**config.mk**
```make
export PLATFORM = sky130hd
export DESIGN_NAME = stripe_scheduler
export DESIGN_NICKNAME = d
export VERILOG_FILES = /design/src/rtl/stripe_scheduler.sv
export SDC_FILE = /design/constraint.sdc
export NUM_CORES = 1
export LEC_CHECK = 0
export ABC_AREA = 0
export BUFFER_PORTS_ARGS = -buffer_cell sky130_fd_sc_hd__buf_2
export CORE_AREA = 2 2 125 127
export CTS_CLUSTER_DIAMETER = 40
export DETAILED_ROUTE_END_ITERATION = 16
export DIE_AREA = 0 0 127 129
export HOLD_SLACK_MARGIN = 0.12
export PLACE_DENSITY = 0.81
export RECOVER_POWER = 25
export SETUP_SLACK_MARGIN = 0.05
export SLEW_MARGIN = 20
export SYNTH_ARGS = -nofsm -noshare
export SYNTH_HDL_FRONTEND = slang
export SYNTH_SLANG_ARGS = --single-unit
```
**constraint.sdc**
```tcl
create_clock -name i_clk -period 3.55 [get_ports i_clk]
set_input_delay 0.5325 -clock i_clk [delete_from_list [all_inputs] [get_ports i_clk]]
set_output_delay 0.5325 -clock i_clk [all_outputs]
set_load 0.02 [all_outputs]
```
**src/rtl/stripe_scheduler.sv**
```systemverilog
// Stripe scheduler: walks query stripes through the PE array, streaming the
// reference per stripe and reporting each stripe's end column (natural or early).
module stripe_scheduler (
    input  logic         i_clk,
    input  logic         i_rst_n,
    input  logic         i_job_valid,
    output logic         o_job_ready,
    input  logic [4:0]   i_num_stripes,
    input  logic [9:0]   i_ref_len,
    output logic [3:0]   o_q_addr,
    input  logic [127:0] i_q_data,
    output logic [9:0]   o_r_addr,
    input  logic [1:0]   i_r_data,
    output logic         o_pe_start,
    output logic [1:0]   o_pe_A,
    output logic [127:0] o_pe_B,
    input  logic         i_pe_stripe_end,
    input  logic [9:0]   i_pe_end_position,
    output logic         o_res_valid,
    input  logic         i_res_ready,
    output logic [3:0]   o_res_stripe,
    output logic [9:0]   o_res_end,
    output logic         o_res_early,
    output logic         o_busy,
    output logic         o_done,
    output logic         o_err
);

    typedef enum logic [2:0] {
        ST_IDLE   = 3'd0,
        ST_FETCH  = 3'd1,
        ST_LOAD   = 3'd2,
        ST_RUN    = 3'd3,
        ST_DRAIN  = 3'd4,
        ST_FLUSH  = 3'd5,
        ST_REPORT = 3'd6
    } state_t;

    state_t         state_r;
    state_t         state_s;
    logic [4:0]     num_r;
    logic [9:0]     len_r;
    logic [3:0]     s_r;
    logic [9:0]     cnt_r;
    logic [9:0]     cnt_s;
    logic [127:0]   pe_b_r;
    logic [9:0]     res_end_r;
    logic           res_early_r;
    logic           done_r;
    logic           err_r;
    logic           job_ok_s;
    logic           more_s;

    assign job_ok_s = (i_ref_len != 10'd0) && (i_ref_len <= 10'd960) && (i_num_stripes <= 5'd16);
    assign more_s   = (({1'b0, s_r} + 5'd1) < num_r);

    // Next-state decode; an end pulse only matters while the array is being fed or draining
    always_comb begin
        state_s = state_r;
        case (state_r)
            ST_IDLE: begin
                if (i_job_valid && job_ok_s && (i_num_stripes != 5'd0)) state_s = ST_FETCH;
                else                                                    state_s = ST_IDLE;
            end
            ST_FETCH: state_s = ST_LOAD;
            ST_LOAD:  state_s = ST_RUN;
            ST_RUN: begin
                if (i_pe_stripe_end)                state_s = ST_FLUSH;
                else if (cnt_r == (len_r - 10'd1))  state_s = ST_DRAIN;
                else                                state_s = ST_RUN;
            end
            ST_DRAIN: begin
                if (i_pe_stripe_end)        state_s = ST_FLUSH;
                else if (cnt_r == 10'd63)   state_s = ST_REPORT;
                else                        state_s = ST_DRAIN;
            end
            ST_FLUSH: begin
                if (cnt_r == 10'd63) state_s = ST_REPORT;
                else                 state_s = ST_FLUSH;
            end
            ST_REPORT: begin
                if (i_res_ready && more_s)  state_s = ST_FETCH;
                else if (i_res_ready)       state_s = ST_IDLE;
                else                        state_s = ST_REPORT;
            end
            default: state_s = ST_IDLE;
        endcase
    end

    // Per-state cycle counter, restarted on every state change
    always_comb begin
        cnt_s = 10'd0;
        if ((state_s == state_r) &&
            ((state_r == ST_RUN) || (state_r == ST_DRAIN) || (state_r == ST_FLUSH))) begin
            cnt_s = cnt_r + 10'd1;
        end else begin
            cnt_s = 10'd0;
        end
    end

    // State, job parameters, query stripe, result and completion registers
    always_ff @(posedge i_clk) begin
        if (!i_rst_n) begin
            state_r     <= ST_IDLE;
            num_r       <= 5'd0;
            len_r       <= 10'd0;
            s_r         <= 4'd0;
            cnt_r       <= 10'd0;
            pe_b_r      <= 128'd0;
            res_end_r   <= 10'd0;
            res_early_r <= 1'b0;
            done_r      <= 1'b0;
            err_r       <= 1'b0;
        end else begin
            state_r <= state_s;
            cnt_r   <= cnt_s;
            done_r  <= 1'b0;
            err_r   <= 1'b0;
            case (state_r)
                ST_IDLE: begin
                    if (i_job_valid) begin
                        num_r <= i_num_stripes;
                        len_r <= i_ref_len;
                        s_r   <= 4'd0;
                        if (!job_ok_s) begin
                            done_r <= 1'b1;
                            err_r  <= 1'b1;
                        end else if (i_num_stripes == 5'd0) begin
                            done_r <= 1'b1;
                        end
                    end
                end
                ST_LOAD: pe_b_r <= i_q_data;
                ST_RUN, ST_DRAIN: begin
                    if (i_pe_stripe_end) begin
                        res_end_r   <= i_pe_end_position;
                        res_early_r <= 1'b1;
                    end else if ((state_r == ST_DRAIN) && (cnt_r == 10'd63)) begin
                        res_end_r   <= len_r + 10'd63;
                        res_early_r <= 1'b0;
                    end
                end
                ST_REPORT: begin
                    if (i_res_ready && more_s) begin
                        s_r <= s_r + 4'd1;
                    end else if (i_res_ready) begin
                        done_r <= 1'b1;
                    end
                end
                default: ;
            endcase
        end
    end

    // Reference address runs one ahead so ref[k] arrives during RUN cycle k
    assign o_job_ready  = (state_r == ST_IDLE);
    assign o_busy       = (state_r != ST_IDLE);
    assign o_q_addr     = s_r;
    assign o_r_addr     = (state_r == ST_RUN) ? (cnt_r + 10'd1) : 10'd0;
    assign o_pe_start   = (state_r == ST_RUN) && !i_pe_stripe_end;
    assign o_pe_A       = (state_r == ST_RUN) ? i_r_data : 2'd0;
    assign o_pe_B       = pe_b_r;
    assign o_res_valid  = (state_r == ST_REPORT);
    assign o_res_stripe = s_r;
    assign o_res_end    = res_end_r;
    assign o_res_early  = res_early_r;
    assign o_done       = done_r;
    assign o_err        = err_r;

endmodule

```
==> metrics.md <==
| Metric | Value |
|---|---|
| Synth Area in XOR/XNOR | `0.03432` |
| Vias | `7178` |
| Number of global-route vias before repair | `6474` |
| Share of cells above drive strength 1 | `0.2425` |
| Core area | `approximately 15000 um2` |
| Mux cell area share after synthesis | `0.01478` |
| Reg2Reg Depth | `8` |
| Final Slew Violations | `0` |
| Status | `completed` |
| Synth Area in Simple Gates | `0.2548` |
| Finished Core Util | `0.6201` |
| Vias per inst | `slightly above 5` |
| Most frequent cells in the layout | `311 x nand2_1, 240 x buf_2, 173 x dfxtp_1` |
| H-tree depth | `4` |
| Startpoint types | `flip-flop` |
| Yosys Warn Count | `0` |
| Critical Path Sink Type | `flip-flop` |
| Max-cap viol count | `0` |
| Slew of the pin with the lowest slew margin | `630.0 ps` |
| RSZ-0062 raised after global routing | `no` |
| HP Start | `i_q_data[119]` |
| P_leak | `3.818 nW` |
| Root Driver | `clkbuf_16` |
| HP Class | `input pin to flip-flop` |
| Area grow syn2layout | `30.64%` |
| Synth async-reset ratio | `0` |
| Yosys top cell area share | `0.4872` |
| Worst ir drop on vdd | `0.3725 mV` |
| Std cell rows | `45` |
| Total CTS buffers | `17` |
| Die area | `between 15000 and 20000 um2` |
| Final wirelength | `21.26 mm` |
| First-pass GRT wire length | `32.02 mm` |
| Gr usage total | `0.2457` |
| Post-synthesis compound-gate area fraction | `0.1478` |
| Final #Nets | `around 1400` |
| CP Class | `flip-flop to flip-flop` |
| Hold Path End | `o_pe_B[119]` |
| Clock skew | `around 9.9 ps` |
| Syn_area_per_cell | `7.795 um2` |
| Initial Util | `0.4747` |
| Synth Register Bits | `173` |
| Clk_lat worst skew | `around 420 ps` |
| DR DRC count | `0` |
| Synthesized Nets | `around 1100` |
| Reg clk slew, reported paths | `~70 ps` |
| Final min period | `2676 ps` |
| Worst-path fanout max | `10` |
| Worst reg2reg path endpoint | `cnt_r[3]` |
| Synth unique cells | `59` |
| Number of buffers on the longest clock path | `2` |
| Post-detail-place hpwl | `15.35 mm` |
| Worst Hold Path Cells | `3` |
| Post-Synth Adder-Cell Area | `0.01232` |
| Drt pass-1 iters | `7` |
| Post_cts resized | `0` |
| Routed length per instance | `roughly 15 um` |
| Fmax | `approximately 0.37 GHz` |
| Ys flop type | `dfxtp_1` |
| PortBufs | `324` |
| Yosys top cell by area | `dfxtp_1` |
| Count of hold-fix buffers inserted at cts | `0` |
| Die Y | `129 um` |
| P per Cell Area | `approximately 610 nW/um2` |
| 1st-iter DRT viols | `428` |
| Top cells by area, synth | `dfxtp_1 49%, nand2_1 16%, a21oi_1 11%, clkbuf_1 2.7%, xnor2_1 2.5%` |
| Post-synth EDFFs | `0` |
| CP required | `3830 ps` |
| Main combinational cell family by area after synthesis | `simple AND/OR/NAND/NOR gates` |
| Arrival @ worst endpoint | `about 3000 ps` |
| Chip width | `127 um` |
| Placer Congestion | `around 0.95` |
| Initial antenna violation count | `2` |
| Finish-stage setup viols | `0` |
| Top Ports | `325` |
| Commonest non-fill, non-tap cell in the layout | `nand2_1` |
| Final worst-path cycle share | `0.7537` |
| CTS tree | `done` |
| Sum of negative setup slack | `0 ps` |
| Cell area after synthesis | `7109 um2` |
| Final Hold Fails | `0` |
| Final ANT Viol Nets | `0` |
| Flop-to-flop setup slack | `870 ps` |
| Largest net degree at the start of global routing | `129` |
| Worst hold slack | `339.4 ps` |
| Relative slew slack | `0.5774` |
| Register area share after synthesis | `0.4872` |
| Gate count after technology mapping | `912` |
| Global route overflow | `0` |
| # clock sinks | `roughly 170` |
| Reg2reg start | `len_r[0]` |
| Number of setup buffers added after CTS | `0` |
layer usage:
layer,global-route usage,vias to the layer above,wire length (um)
li1,-,3578,-
met1,0.2994,3244,8516
met2,0.4067,311,10210
met3,0.07983,41,1956
met4,0.09567,4,555
met5,0,-,23
state kept, by name, summed over array words and instances (netlist names):
name,flops
o_done,1
o_res_early,1
o_res_end,10
cnt_r,10
num_r,5
state_r,3
o_q_addr,4
len_r,10
o_err,1
o_pe_B,128
cell families after synthesis:
family          Yosys count
compound gates          193
fa+ha+maj                 7
simple gates            423
buf+inv                  79
flops                   173
mux                      10
xor+xnor                 27
worst max-delay path by stage:
stage	start	slack [ps]	end	cells past startpoint
floorplan	o_q_addr[0]	1140	cnt_r[0]	9
global placement	len_r[0]	1000	cnt_r[1]	8
detailed placement	o_q_addr[0]	910	cnt_r[3]	9
CTS	cnt_r[0]	860	o_r_addr[8]	7
global route	o_q_addr[0]	640	cnt_r[3]	9
finish	len_r[0]	870	cnt_r[3]	8
cells in the mapped netlist, drive strengths merged (3+ instances only):
master  instances
buf            13
nor2b           4
and2            5
ha              7
o21ai          12
nor3b           6
nor2           37
clkbuf         53
nand2b          3
inv            13
a31oi           5
xor2            7
nor4            5
nand2         312
nand3          11
nand4           5
and3            7
xnor2          20
a21oi         154
nor3           17
mux2i           9
a211oi          7
dfxtp         173
power breakdown:
group	switching, mW	internal, mW
Combinational	0.916	0.459
Clock	0.780	1.17
Sequential	0.144	2.15
Total	1.84	3.78
area by class of cell:
| cell class | count | area [um2] |
|---|---|---|
| Sequential cell | 173 | 3463 |
| Tap cell | 188 | 235.2 |
| Inverter | 13 | 51.30 |
| Antenna cell | 1 | 2.502 |
| Clock buffer | 21 | 470.5 |
| Fill cell | 1394 | 5689 |
| Timing Repair Buffer | 330 | 1599 |
| Multi-Input combinational cell | 660 | 3309 |
| Clock inverter | 11 | 156.4 |
stage by stage:
step	cells	worst slack, ps	area (um2)	power [mW]
2_1_floorplan	912	1143	7109	3.252
3_3_place_gp	1364	998.3	8763	3.708
3_5_place_dp	1364	907.0	8763	3.727
4_1_cts	1396	864.2	9390	5.681
5_1_grt	1396	641.1	9285	5.896
6_report	1397	874.3	9288	5.622
critical path, cell delays in order, from the launching register on:
cell      delay [ps]
dfxtp_1          390
inv_1             90
ha_1             250
or4b_4           510
xnor2_1          170
nor4b_2          280
a211oi_2         110
nor4_4           620
nor3_1           100
No activity file was read; power rests on OpenSTA's default activity.
